File: config.mk
export PLATFORM = sky130hd
export DESIGN_NAME = compare_reporter
export DESIGN_NICKNAME = d
export VERILOG_FILES = /design/src/rtl/compare_reporter_pkg.sv /design/src/rtl/compare_reporter_ser.sv /design/src/rtl/compare_reporter.sv
export SDC_FILE = /design/constraint.sdc
export NUM_CORES = 1
export LEC_CHECK = 0
export CORE_ASPECT_RATIO = 1.75
export CORE_UTILIZATION = 43
export CTS_CLUSTER_SIZE = 12
export DETAILED_ROUTE_END_ITERATION = 16
export PLACE_DENSITY = 0.65
export SLEW_MARGIN = 20
export SYNTH_ARGS = -nofsm -noshare
export SYNTH_HDL_FRONTEND = slang
export SYNTH_HIERARCHICAL = 1
export SYNTH_SLANG_ARGS = --single-unit
File: constraint.sdc
create_clock -name clk -period 3.36 [get_ports clk]
set_clock_uncertainty 0.15 [all_clocks]
set_input_delay 0.672 -clock clk [delete_from_list [all_inputs] [get_ports clk]]
set_output_delay 0.672 -clock clk [all_outputs]
set_load 0.005 [all_outputs]
File: src/rtl/compare_reporter_pkg.sv
// Shared types and record constants for compare_reporter and its serializer.
package compare_reporter_pkg;

  typedef enum logic [1:0] {
    ST_IDLE,
    ST_SEND_REC,
    ST_SEND_SUM,
    ST_FINISHED
  } state_e;

  localparam logic [7:0] SYNC_BYTE_C    = 8'hA5;
  localparam logic [7:0] SUM_BYTE_C     = 8'h5A;
  localparam logic [7:0] STAT_PASS_C    = 8'h50;
  localparam logic [7:0] STAT_FAIL_C    = 8'h46;
  localparam logic [7:0] STAT_TIMEOUT_C = 8'h54;

  localparam int REC_LEN_C = 11;
  localparam int SUM_LEN_C = 6;
  localparam int IDX_W_C   = 4;
  localparam int COUNT_W_C = 16;

endpackage

File: src/rtl/compare_reporter_ser.sv
// Record serializer: walks a byte index over the supplied record with a
// valid/ready holding register and pulses last_accepted_o on the final byte.
module compare_reporter_ser
  import compare_reporter_pkg::*;
(
  input  logic                         clk,
  input  logic                         rst_n,
  input  logic                         start_i,
  input  logic                         abort_i,
  input  logic [IDX_W_C-1:0]           len_i,
  input  logic [REC_LEN_C-1:0][7:0]    rec_i,
  input  logic                         byte_ready_i,
  output logic                         byte_valid_o,
  output logic [7:0]                   byte_data_o,
  output logic                         last_accepted_o
);

  logic               valid_q, valid_d;
  logic [IDX_W_C-1:0] idx_q, idx_d;
  logic               xfer;

  assign xfer            = valid_q && byte_ready_i;
  assign last_accepted_o = xfer && (idx_q == (len_i - IDX_W_C'(1)));
  // rec_i is driven from registers that stay frozen while a record is out,
  // so the muxed byte is stable for as long as valid is held.
  assign byte_valid_o    = valid_q;
  assign byte_data_o     = valid_q ? rec_i[idx_q] : 8'h00;

  always_comb begin
    valid_d = valid_q;
    idx_d   = idx_q;
    if (abort_i) begin
      valid_d = 1'b0;
      idx_d   = '0;
    end else if (start_i) begin
      valid_d = 1'b1;
      idx_d   = '0;
    end else if (last_accepted_o) begin
      valid_d = 1'b0;
      idx_d   = '0;
    end else if (xfer) begin
      idx_d = idx_q + IDX_W_C'(1);
    end
  end

  always_ff @(posedge clk or negedge rst_n) begin
    if (!rst_n) begin
      valid_q <= 1'b0;
      idx_q   <= '0;
    end else begin
      valid_q <= valid_d;
      idx_q   <= idx_d;
    end
  end

endmodule

File: src/rtl/compare_reporter.sv
// Compares expected/measured pairs, counts results and streams per-test and
// summary records. Optional watchdog: define COMPARE_REPORTER_TIMEOUT_EN.
//
// Handshakes: a transfer happens on a rising clk edge where valid && ready are
// both high; a source holds valid and data unchanged until that edge.
module compare_reporter
  import compare_reporter_pkg::*;
#(
  parameter int         NUMBER_OF_TESTS = 16,
  parameter int         COUNT_W         = COUNT_W_C,
  parameter logic [7:0] SYNC_BYTE       = SYNC_BYTE_C,
  parameter logic [7:0] SUM_BYTE        = SUM_BYTE_C
`ifdef COMPARE_REPORTER_TIMEOUT_EN
  , parameter int       TIMEOUT_CYCLES  = 1_000_000
`endif
) (
  input  logic               clk,
  input  logic               rst_n,
  input  logic               cmp_valid,
  output logic               cmp_ready,
  input  logic [31:0]        cmp_expected,
  input  logic [31:0]        cmp_measured,
  input  logic               done_req,
  output logic               byte_valid,
  input  logic               byte_ready,
  output logic [7:0]         byte_data,
  output logic [COUNT_W-1:0] test_count,
  output logic [COUNT_W-1:0] fail_count,
  output logic               test_passed,
  output logic               test_failed,
  output state_e             dbg_state
);

  localparam logic [15:0] NUM_TESTS_C = 16'(NUMBER_OF_TESTS);

  state_e             state_q, state_d;
  logic [COUNT_W-1:0] test_count_q, test_count_d, fail_count_q, fail_count_d;
  logic               passed_q, passed_d, failed_q, failed_d;
  logic               done_pend_q, done_pend_d, mis_q, mis_d;
  logic [31:0]        expected_q, expected_d, measured_q, measured_d;
  logic [7:0]         idx_q, idx_d;

  logic                      accept, ser_start, ser_last, timeout, timed_out;
  logic [REC_LEN_C-1:0][7:0] rec;
  logic [IDX_W_C-1:0]        rec_len;
  logic [7:0]                result;
  logic [15:0]               tc16;

`ifdef COMPARE_REPORTER_TIMEOUT_EN
  logic [31:0] wd_q;
  logic        to_q;

  // Watchdog freezes once it has fired so the 'T' summary is sent only once.
  assign timeout   = !to_q && (state_q != ST_FINISHED) && (wd_q >= 32'(TIMEOUT_CYCLES));
  assign timed_out = to_q;

  always_ff @(posedge clk or negedge rst_n) begin
    if (!rst_n) begin
      wd_q <= '0;
      to_q <= 1'b0;
    end else begin
      if (timeout) to_q <= 1'b1;
      if (accept || (byte_valid && byte_ready) || timeout) wd_q <= '0;
      else if (!to_q && (state_q != ST_FINISHED)) wd_q <= wd_q + 32'd1;
    end
  end
`else
  assign timeout   = 1'b0;
  assign timed_out = 1'b0;
`endif

  assign cmp_ready = (state_q == ST_IDLE) && !timeout;
  assign accept    = cmp_valid && cmp_ready;
  assign tc16      = 16'(test_count_q);

  // A saturated test counter can never be a pass.
  always_comb begin
    if (timed_out)
      result = STAT_TIMEOUT_C;
    else if ((fail_count_q == '0) && (test_count_q == COUNT_W'(NUMBER_OF_TESTS)) &&
             (test_count_q != '1))
      result = STAT_PASS_C;
    else
      result = STAT_FAIL_C;
  end

  always_comb begin
    rec = '0;
    if (state_q == ST_SEND_SUM) begin
      rec_len = IDX_W_C'(SUM_LEN_C);
      rec[0]  = SUM_BYTE;
      rec[1]  = result;
      rec[2]  = tc16[15:8];
      rec[3]  = tc16[7:0];
      rec[4]  = NUM_TESTS_C[15:8];
      rec[5]  = NUM_TESTS_C[7:0];
    end else begin
      rec_len = IDX_W_C'(REC_LEN_C);
      rec[0]  = SYNC_BYTE;
      rec[1]  = mis_q ? STAT_FAIL_C : STAT_PASS_C;
      rec[2]  = idx_q;
      rec[3]  = expected_q[31:24];
      rec[4]  = expected_q[23:16];
      rec[5]  = expected_q[15:8];
      rec[6]  = expected_q[7:0];
      rec[7]  = measured_q[31:24];
      rec[8]  = measured_q[23:16];
      rec[9]  = measured_q[15:8];
      rec[10] = measured_q[7:0];
    end
  end

  always_comb begin
    state_d      = state_q;
    test_count_d = test_count_q;
    fail_count_d = fail_count_q;
    passed_d     = passed_q;
    failed_d     = failed_q;
    done_pend_d  = done_pend_q;
    mis_d        = mis_q;
    expected_d   = expected_q;
    measured_d   = measured_q;
    idx_d        = idx_q;
    ser_start    = 1'b0;
    case (state_q)
      ST_IDLE: begin
        if (accept) begin
          expected_d  = cmp_expected;
          measured_d  = cmp_measured;
          idx_d       = tc16[7:0];
          mis_d       = (cmp_expected != cmp_measured);
          done_pend_d = done_pend_q || done_req;
          if (test_count_q != '1) test_count_d = test_count_q + COUNT_W'(1);
          if (mis_d) begin
            failed_d = 1'b1;
            if (fail_count_q != '1) fail_count_d = fail_count_q + COUNT_W'(1);
          end
          ser_start = 1'b1;
          state_d   = ST_SEND_REC;
        end else if (done_req || done_pend_q) begin
          done_pend_d = 1'b0;
          state_d     = ST_SEND_SUM;
        end
      end
      ST_SEND_REC: begin
        if (done_req) done_pend_d = 1'b1;
        if (ser_last) state_d = ST_IDLE;
      end
      ST_SEND_SUM: begin
        if (!byte_valid) ser_start = 1'b1;
        if (ser_last) begin
          state_d = ST_FINISHED;
          if (result == STAT_PASS_C) passed_d = 1'b1;
          else                       failed_d = 1'b1;
        end
      end
      default: ;
    endcase
    if (timeout) begin
      state_d   = ST_SEND_SUM;
      failed_d  = 1'b1;
      passed_d  = passed_q;
      ser_start = 1'b0;
    end
  end

  always_ff @(posedge clk or negedge rst_n) begin
    if (!rst_n) begin
      state_q      <= ST_IDLE;
      test_count_q <= '0;
      fail_count_q <= '0;
      passed_q     <= 1'b0;
      failed_q     <= 1'b0;
      done_pend_q  <= 1'b0;
      mis_q        <= 1'b0;
      expected_q   <= '0;
      measured_q   <= '0;
      idx_q        <= '0;
    end else begin
      state_q      <= state_d;
      test_count_q <= test_count_d;
      fail_count_q <= fail_count_d;
      passed_q     <= passed_d;
      failed_q     <= failed_d;
      done_pend_q  <= done_pend_d;
      mis_q        <= mis_d;
      expected_q   <= expected_d;
      measured_q   <= measured_d;
      idx_q        <= idx_d;
    end
  end

  compare_reporter_ser u_ser (
    .clk             (clk),
    .rst_n           (rst_n),
    .start_i         (ser_start),
    .abort_i         (timeout),
    .len_i           (rec_len),
    .rec_i           (rec),
    .byte_ready_i    (byte_ready),
    .byte_valid_o    (byte_valid),
    .byte_data_o     (byte_data),
    .last_accepted_o (ser_last)
  );

  assign test_count  = test_count_q;
  assign fail_count  = fail_count_q;
  assign test_passed = passed_q;
  assign test_failed = failed_q;
  assign dbg_state   = state_q;

endmodule

==> summary.md, run 1 <==
| Metric | Value |
|---|---|
| Status | finished, final reports clean |
| Critical path launch point type | flip-flop |
| Layout area overhead | 36.96% |
| Share of the synthesized area in the top cell type | 0.4266 |
| Root Buffer | clkbuf_16 |
| N_diodes | 0 |
| Commonest cells post-synth | nand2_1, dfrtp_1, nor2b_1 |
| Hold crit path type | input port to asynchronous set/reset pin |
| Synth Cell Area | 6746 µm² |
| Wl on met1 | about 7600 µm |
| Cell Pwr Density | 387.5 nW/µm² |
| H-Tree Depth | 4 |
| Post-layout instance area | 9240 µm² |
| Worst-skew pair later-pin latency | 0.41 ns |
| Die Height | 167.7 µm |
| Crit share post-route | 0.9848 |
| 1st-pass router iterations | 4 |
| Number of flops mapped to enable cells by yosys | 0 |
| # hold bufs at CTS | 0 |
| Initial Utilization | 0.4384 |
| Worst-case clock buffer depth | 2 |
| FF+latch count, synth | roughly 120 |
| Hpwl dp | 14,150 µm |
| FF-to-FF setup slack | 0.28 ns |
| CTS sink count | about 120 |
| Max-Cap Viols | 0 |
| Post-synth top flop | dfrtp_1 |
| Tot Pwr | 3.580 mW |
| Fin crit period | ~3.3 ns |
| Syn avg cell area | between 8 and 9 µm² |
| Boundary Pins | about 120 |
| Vias in the first global route | 6,016 |
| Layout Nets | 1,019 |
| Die area | 16,210 µm² |
| IO Port Bufs | 114 |
| Pin slew with the least headroom to its limit | 0.6896 ns |
| Headroom to the max-slew limit | 0.5403 |
| Max Fclk | just over 300 MHz |
| Wire per inst | 17.47 µm |
| Final Core Density | 0.6004 |
| Final setup violation count | 0 |
| Hold Violations, Final | 0 |
| Worst-path maximum fanout | 10 |
| DR WL met2 | 10,490 µm |
| DP Cell Count | approximately 1,100 |
| Initial antenna violation count | 0 |
| Row cnt | 60 |
| Leading area contributor after synthesis | dfrtp_1 |
| Post-synth ARST share | 1.000 |
| Iter 0 DRT Violations | between 400 and 500 |
| DRT antenna net count | 0 |
| LEAKAGE | 4.519 nW |
| Worst slack at placement | -0.03336 ns |
| Routed WL | roughly 20,000 µm |
| Synth warn | 6 |
| Post-DR vias/cell | 5.301 |
| Worst-path clk slew | 0.05 ns |
| Sequential-to-total area share from yosys stat | 0.4266 |
| Placed Area | 8314 µm² |
| TritonCTS clock tree | built |
| Largest net degree at the start of global routing | 65 |
| Critical Setup Path Class | flip-flop to output port |
| Final worst slack | 0.05103 ns |
| Via count | 6,032 |
| Most common cell in the netlist | nand2_1 |
| Met3 routed WL | between 800 and 900 µm |
| First-pass GRT wire length | about 31,000 µm |
| Fin. max-slew vios | 0 |
| CP Data Arrival Time | ~2.5 ns |
| Overall routing resource usage | 0.2483 |
| CP required | 2.54 ns |
| Core Area | ~15,000 µm² |
| RePlAce Congestion | 0.8051 |
| Layout cells sized above 1 | 0.1555 |
| Top layer in use | met4 |
| Remaining DRCs | 0 |
| Most area-consuming cells after synthesis | dfrtp_1, nand2_1, xor2_1 |
| Post-Syn Instances | 778 |
| Worst vdd ir | 0.4597 mV |
| Endpoint class of the critical path | output port |
| Post-synth cell types | slightly below 50 |
| Num CTS Buffers | 17 |
| Non-Filler Instances | around 1,100 |
| # fillers | 1,350 |
| Total gr overflow | 0 |
| Die width | 96.69 µm |
[sequential cells by signal, indices dropped and copies added (netlist names)]
signal	count
expected_q	32
measured_q	32
fail_count	16
test_count	16
idx_q	8
u_ser/idx_q	4
dbg_state	2
done_pend_q	1
mis_q	1
test_failed	1
test_passed	1
u_ser/byte_valid_o	1
[per-stage QoR]
stage	TNS (ns)	hold WS (ns)
after floorplan	0	0.2264
after global placement	0	0.2958
after detailed placement	-0.03336	0.2975
after CTS	-0.01822	0.1783
after global routing	-0.006118	0.2070
final	0	0.1465
[critical path, stage by stage (launching register included)]
cell	delay, ns
dfrtp_1	0.39
inv_2	0.09
ha_4	0.19
buf_12	0.14
buf_4	0.12
mux2_2	0.32
mux2i_1	0.25
nand2_1	0.09
nand3_1	0.09
o21ai_1	0.10
dlygate4sd2_1	0.29
[cell families after synthesis]
kind of cell	count (synthesis)	share of synthesized area
AO/OA/AOI/OAI	55	0.04841
XOR/XNOR	66	0.08772
adder cells (fa/ha/maj)	10	0.01855
buffers and inverters	51	0.03264
flip-flops	115	0.4266
multiplexers	59	0.09106
other	2	0.001113
AND/OR/NAND/NOR	420	0.2940
[routing by layer]
metal,track usage,up-vias
met4,0.1376,0
met2,0.4430,207
li1,-,2902
met3,0.03756,48
met5,0,-
met1,0.2807,2875
[layout make-up]
type                            instances  area (µm²)  area share
Multi-Input combinational cell        619        3746      0.4054
Sequential cell                       115        2880      0.3117
Timing Repair Buffer                  177        1684      0.1823
Clock buffer                           22       484.2     0.05240
Tap cell                              186       232.7     0.02519
Clock inverter                          9       175.2     0.01896
Inverter                               10       37.54    0.004062
[layout by cell type (no fill, tap or decap), types with 5 or more instances in the layout]
cell / netlist / final
nand2_1: 243 / 242
dfrtp_1: 115 / 113
clkdlybuf4s50_1: 0 / 105
nor2b_1: 59 / 59
buf_4: 4 / 58
xor2_1: 51 / 51
mux2i_1: 40 / 37
nor2_1: 23 / 21
nor4_1: 20 / 20
nand3_1: 20 / 20
mux2_2: 19 / 19
clkbuf_16: 0 / 17
xnor2_1: 14 / 14
o21ai_0: 12 / 12
nor3_1: 13 / 12
nand4_1: 11 / 11
a21oi_1: 11 / 11
conb_1: 2 / 9
inv_1: 10 / 8
ha_1: 10 / 8
a22oi_1: 8 / 8
a31oi_1: 8 / 8
o21ai_1: 9 / 7
nor3_2: 4 / 5
and3_1: 5 / 5
bufinv_16: 0 / 5
[where the power goes]
part	total, mW	internal [mW]	switching [mW]	leakage (nW)
clock network	2.01	1.39	0.623	0.318
logic	0.183	0.0934	0.0900	2.62
registers	1.39	1.39	0.00000000000000422	1.58
total	3.58	2.87	0.712	4.52
[final timing paths]
kind / startpoint / endpoint / cells after the start
worst max-delay path: dbg_state[0] / byte_data[3] / 10
worst min-delay path: rst_n / fail_count[12] / 1
worst max register to register: dbg_state[1] / dbg_state[0] / 13
worst min register to register: test_passed / test_passed / 1
max in group asynchronous: rst_n / measured_q[25] / 2
min in group clk: test_passed / test_passed / 1
[what timing repair did]
action	CTS	global route
gates resized for setup	22	13
setup endpoints to repair	8	5
cloned	1	0
pin swaps	5	4
buffers inserted	12	9
Note: power is estimated with default switching activity, not from simulation.
==> inputs of run 2 (changes only) <==
PLACE_DENSITY = 0.66   (was 0.65)
SYNTH_HIERARCHICAL = not set   (was 1)
==> summary.md, run 2 <==
| Metric | Value |
|---|---|
| TritonCTS clock tree | built |
| 1st-pass router iterations | 5 (+1) |
| Status | finished, final reports clean |
| RePlAce Congestion | 0.9035 (+12%) |
| Final setup violation count | 0 (unchanged) |
| Die width | 92.62 µm (-4.2%) |
| Worst-path clk slew | 0.06 ns (about the same) |
| FF+latch count, synth | 115 (unchanged) |
| DRT antenna net count | 0 (unchanged) |
| Hold crit path type | input port to asynchronous set/reset pin |
| Crit path max-delay cell type | dfrtp_1 |
| Initial Utilization | 0.4421 (+0.003713) |
| Iter 0 DRT Violations | 326 (-24%) |
| Vias in the first global route | 5,729 (-4.8%) |
| Routed WL | 19,740 µm (-0.70%) |
| Critical path launch point type | flip-flop |
| TNS Setup | 0 ns (unchanged) |
| Max-Cap Viols | 0 (unchanged) |
| IO Port Bufs | 114 (unchanged) |
| Bufs and invs on worst path | 1 (-3) |
| Hold Violations, Final | 0 (unchanged) |
| Final Core Density | 0.6085 (+0.008078) |
| CP Data Arrival Time | 2.45 ns (-0.04 ns) |
| Syn nets | 750 |
| Core Area | 13,980 µm² (-9.2%) |
| Via count | 5,430 (-10%) |
| Total gr overflow | 0 (unchanged) |
| Die area | 14,870 µm² (-8.3%) |
| Wire per inst | 19.82 µm (+13%) |
| Critical Setup Path Class | flip-flop to output port |
| Post-DR vias/cell | 5.452 (+2.9%) |
| Post-synth top flop | dfrtp_1 |
| Worst vdd ir | 0.4828 mV (+5.0%) |
| Largest net degree at the start of global routing | 67 (+3.1%) |
| H-Tree Depth | 4 (unchanged) |
| Synth warn | 0 (-6) |
| Root Buffer | clkbuf_16 |
| CP required | 2.54 ns (about the same) |
| Layout area overhead | 37.64% |
| Reg2reg path depth | 9 (-4) |
| Boundary Pins | 115 (unchanged) |
| # fillers | 1,232 (-8.7%) |
| Crit path largest cell delay | 0.45 ns (+0.06 ns) |
| Remaining DRCs | 0 (unchanged) |
| Delay-heaviest family, CP | simple AND/OR/NAND/NOR gates |
| Syn avg cell area | 9.237 µm² (+6.5%) |
| Top Registers | expected_q x32, measured_q x32 |
| Fin crit period | 3.274 ns (-0.03483 ns) |
| Synth Cell Area | 6180 µm² (-8.4%) |
| CTS sink count | 115 (unchanged) |
| Num CTS Buffers | 17 (unchanged) |
| Cell Pwr Density | 861.8 nW/µm² (+120%) |
| N_diodes | 0 (unchanged) |
| Commonest non-fill, non-tap cell in the layout | nand2_1 |
| Row cnt | 57 (-5.0%) |
| Register Area | 2879 µm² (about the same) |
| Leading area contributor after synthesis | dfrtp_1 |
| Post-synth cell types | 55 (+12%) |
| Hpwl dp | 14,280 µm (+0.92%) |
| Worst-skew pair later-pin latency | 0.41 ns (about the same) |
| Tot Pwr | 7.330 mW (+100%) |
| First-pass GRT wire length | 30,760 µm (-1.3%) |
| Fin. max-slew vios | 0 (unchanged) |
| Area of the multi-input gates | 3216 µm² (-14%) |
| Max Fclk | 305.4 MHz (+1.1%) |
| Worst-path maximum fanout | 7 (-3) |
| Pin slew with the least headroom to its limit | 0.6665 ns (-0.02305 ns) |
| Layout cells sized above 1 | 0.1465 (-0.008942) |
| Final Hold Slack | 0.06475 ns (-0.08176 ns) |
| LEAKAGE | 3.956 nW (-12%) |
| Post-Syn Instances | 669 (-14%) |
| Commonest cells post-synth | nand2_1, dfrtp_1, xnor2_1 |
| Initial antenna violation count | 0 (unchanged) |
| Die Height | 160.6 µm (-4.2%) |
| Share of the synthesized area in the top cell type | 0.4657 (+0.03912) |
| Sequential-to-total area share from yosys stat | 0.4657 (+0.03912) |
| Post-synth ARST share | 1.000 (unchanged) |
| Layout Nets | 887 (-13%) |
| Most frequent cells in the layout | nand2_1, dfrtp_1, clkdlybuf4s50_1 |
| Number of flops mapped to enable cells by yosys | 0 (unchanged) |
| Overall routing resource usage | 0.2768 (+0.02851) |
| Most common cell in the netlist | nand2_1 |
| Headroom to the max-slew limit | 0.5556 (+0.01537) |
| Cell Chain, Critical Path | nor4_1, nand4_1, nor2_2, a2111oi_0, o311a_1, dlygate4sd2_1 |
| Endpoint class of the critical path | output port |
| Most area-consuming cells after synthesis | dfrtp_1, nand2_1, xnor2_1 |
| Worst-case clock buffer depth | 2 (unchanged) |
| Crit share post-route | 0.9744 (-0.01037) |
| Crit path depth | 6 (-4) |
| RSZ-0062 raised after global routing | false |
## run 2: cell count changes after synthesis, moves of 15 or more
| cell | previous run | this run |
|---|---|---|
| nor2b_1 | 59 | 3 |
| nor4_1 | 20 | 5 |
| xor2_1 | 51 | 6 |
| mux2i_1 | 40 | 11 |
| mux2_2 | 19 | 1 |
| xnor2_1 | 14 | 59 |
## run 2: worst paths after layout
kind / from / endpoint / slack [ns]
worst max-delay path: fail_count[6] / byte_data[1] / 0.09
worst min-delay path: rst_n / expected_q[13] / 0.06
worst max register to register: dbg_state[0] / dbg_state[0] / 0.71
worst min register to register: test_passed / test_passed / 0.31
max in group asynchronous: rst_n / u_ser.idx_q[0] / 2.17
min in group clk: test_passed / test_passed / 0.31
## run 2: stage by stage
stage | area (µm²) | instances | worst slack [ns]
after floorplan | 6180 | 669 | 0.7063
after global placement | 7664 | 961 | 0.2061
after detailed placement | 7664 | 961 | 0.1714
after CTS | 8431 | 995 | -0.01185
after global routing | 8506 | 996 | 0.007454
final | 8506 | 996 | 0.08586
## run 2: power breakdown
group          total (mW)  internal (mW)  leakage (nW)  switching (mW)
logic                3.07           1.47          2.17            1.60
clock network        2.01           1.37         0.320           0.640
registers            2.25           1.86          1.47           0.387
## run 2: area by class of cell
| class | instances | share of cell area |
|---|---|---|
| timing repair buffer | 150 | 0.1764 |
| inverter | 10 | 0.004413 |
| clock inverter | 10 | 0.02089 |
| clock buffer | 22 | 0.05575 |
| tap | 177 | 0.02604 |
| multi-input combinational | 512 | 0.3781 |
| sequential | 115 | 0.3385 |
## run 2: cell families after synthesis
family,count (synthesis),synth area share
compound gates,56,0.05851
mux,28,0.07674
buf+inv,42,0.03239
simple gates,351,0.2503
fa+ha+maj,12,0.02430
flops,115,0.4657
xor+xnor,65,0.09212
## run 2: repair_timing
item | 4_1_cts | 5_1_grt
hold endpoints to repair | 0 | 0
pin swaps | 4 | 4
buffers inserted | 1 | 1
gates cloned | 1 | 0
setup endpoints to repair | 8 | 6
gates resized for setup | 24 | 17
hold buffers | 0 | 0
## run 2: per-layer routing
layer | track usage | share of wire | vias up | wire length (µm)
met2 | 0.4939 | 0.54 | 238 | 10590
li1 | - | - | 2524 | -
met3 | 0.05161 | 0.057 | 62 | 1127
met5 | 0 | 0 | - | 0
met1 | 0.2965 | 0.35 | 2606 | 6881
met4 | 0.1699 | 0.058 | 0 | 1136
==> inputs of run 3 (changes only) <==
CORE_UTILIZATION = 48   (was 43)
PLACE_DENSITY = 0.75   (was 0.66)
clock period = 2.9 ns   (was 3.36 ns; I/O delays follow)
==> summary.md, run 3 (synthesis results as in run 2) <==
| Metric | Value |
|---|---|
| Status | finished, violations left |
| Failing checks | negative setup slack |
| CTS sink count | 115 (unchanged) |
| Seq pwr share | 0.292 (-0.015) |
| Fin. max-slew vios | 0 (unchanged) |
| First-pass GRT wire length | 31,690 µm (+3.0%) |
| Row cnt | 54 (-5.3%) |
| # hold bufs at CTS | 0 (unchanged) |
| CP required | 2.17 ns (-0.37 ns) |
| Hold crit path type | input port to asynchronous set/reset pin |
| Die width | 87.77 µm (-5.2%) |
| Post-DR vias/cell | 5.633 (+3.3%) |
| Worst-case clock buffer depth | 2 (unchanged) |
| Crit share post-route | 1.035 |
| Core Area | 12,500 µm² (-11%) |
| Critical path launch point type | flip-flop |
| N_diodes | 0 (unchanged) |
| Worst slack at placement | -0.1887 ns (-0.3600 ns) |
| IO Port Bufs | 114 (unchanged) |
| Max-Cap Viols | 0 (unchanged) |
| DRT antenna net count | 0 (unchanged) |
| Most frequent cells in the layout | nand2_1, dfrtp_1, clkdlybuf4s50_1 |
| Fin crit period | 3.001 ns |
| Cell Pwr Density | 983.4 nW/µm² (+14%) |
| Worst-skew pair later-pin latency | 0.42 ns (about the same) |
| Root Buffer | clkbuf_16 |
| Hpwl dp | 14,840 µm (+3.9%) |
| Switching Share | 0.3633 (+0.004436) |
| Final setup violation count | 4 (+4) |
| Endpoint class of the critical path | output port |
| Via count | 5,819 (+7.2%) |
| RePlAce Congestion | 0.8992 (-0.48%) |
| Final Core Density | 0.7130 (+0.1045) |
| Die Height | 152.1 µm (-5.3%) |
| Initial Utilization | 0.4944 (+0.05231) |
| Critical Setup Path Class | flip-flop to output port |
| Final Hold Slack | 0.02332 ns (-0.04143 ns) |
| Worst-path maximum fanout | 3 (-4) |
| Remaining DRCs | 0 (unchanged) |
| Wire per inst | 19.81 µm (about the same) |
| Worst-path clk slew | 0.06 ns (about the same) |
| Vias in the first global route | 6,146 (+7.3%) |
| Layout cells sized above 1 | 0.2139 (+0.06735) |
| Clk network pwr share | 0.254 (-0.020) |
| Largest net degree at the start of global routing | 79 (+18%) |
| Boundary Pins | 115 (unchanged) |
| Pin slew with the least headroom to its limit | 0.7443 ns (+0.07771 ns) |
| RSZ-0062 raised after global routing | true |
| Headroom to the max-slew limit | 0.5038 (-0.05181) |
| Hold Violations, Final | 0 (unchanged) |
| Placed Area | 7935 µm² (+3.5%) |
| Tot Pwr | 8.764 mW (+20%) |
| Post-layout instance area | 8912 µm² (+4.8%) |
| Num CTS Buffers | 17 (unchanged) |
| Routed WL | 20,470 µm (+3.7%) |
| Logic pwr share | 0.454 (+0.035) |
| Total gr overflow | 0 (unchanged) |
| Initial antenna violation count | 0 (unchanged) |
| Layout Nets | 933 (+5.2%) |
| 1st-pass router iterations | 5 (unchanged) |
| # fillers | 908 (-26%) |
| LEAKAGE | 4.144 nW (+4.7%) |
| Die area | 13,350 µm² (-10%) |
| Iter 0 DRT Violations | 430 (+32%) |
| Overall routing resource usage | 0.3228 (+0.04597) |
| Layout area overhead | 44.22% |
| Top Registers | expected_q x32, measured_q x32 |
| Commonest non-fill, non-tap cell in the layout | nand2_1 |
| Net Sw Power | 3.184 mW (+21%) |
| H-Tree Depth | 4 (unchanged) |
| CP Data Arrival Time | 2.27 ns (-0.18 ns) |
| TritonCTS clock tree | built |
| Final worst slack | -0.1006 ns (-0.1864 ns) |
| Max Fclk | 333.3 MHz |
| FF-to-FF setup slack | 0.16 ns (-0.55 ns) |
| Internal power | 5.581 mW (+19%) |
| Worst vdd ir | 0.5482 mV (+14%) |
## run 3: through the flow
step / setup TNS [ns] / cells
2_1_floorplan: 0 / 669
3_3_place_gp: -0.1653 / 988
3_5_place_dp: -0.5818 / 988
4_1_cts: -0.2596 / 1031
5_1_grt: -0.6143 / 1033
6_report: -0.2333 / 1033
## run 3: path summary, 6_finish.rpt
kind	start	end	cells past startpoint
setup / recovery	test_count[0]	byte_data[1]	8
hold / removal	rst_n	test_count[4]	1
setup reg to reg	dbg_state[1]	test_count[14]	9
hold reg to reg	idx_q[2]	idx_q[2]	2
max in group asynchronous	rst_n	fail_count[7]	2
min in group clk	idx_q[2]	idx_q[2]	2
## run 3: area by class of cell
type                       instances  area, µm²  area share
clock buffer                      19      452.9     0.05082
clock inverter                    13      182.7     0.02050
inverter                          10      42.54    0.004773
multi-input combinational        512       3292      0.3694
sequential                       115       2878      0.3229
tap                              168      210.2     0.02359
timing repair buffer             196       1854      0.2081
## run 3: power groups by stage
stage               sequential, mW  combinational [mW]  clock (mW)
finish                        2.56                3.98        2.23
global route                  2.60                4.28        2.33
CTS                           2.54                3.90        2.24
detailed placement            2.54                3.47           0
global placement              2.51                3.37           0
floorplan                     2.46                2.01           0
## run 3: worst max-delay path, stage by stage, from the launching register on
cell	delay (ns)
dfrtp_1	0.40
inv_2	0.09
ha_4	0.13
nor4b_4	0.18
nand4_1	0.25
nor2_4	0.25
a2111oi_4	0.09
o311a_1	0.33
buf_2	0.14
## run 3: layer usage
| layer | vias up | wire length (µm) | GRT usage |
|---|---|---|---|
| li1 | 2625 | - | - |
| met1 | 2807 | 6794 | 0.3143 |
| met2 | 296 | 10820 | 0.5648 |
| met3 | 91 | 1117 | 0.06573 |
| met4 | 0 | 1734 | 0.2623 |
| met5 | - | 0 | 0 |
## run 3: timing repair
item | 4_1_cts | 5_1_grt
endpoints found under the hold margin | 0 | 0
endpoints found under the setup margin | 8 | 8
pin swaps | 16 | 8
gates resized for setup | 73 | 13
cloned | 1 | 0
setup buffers | 10 | 2
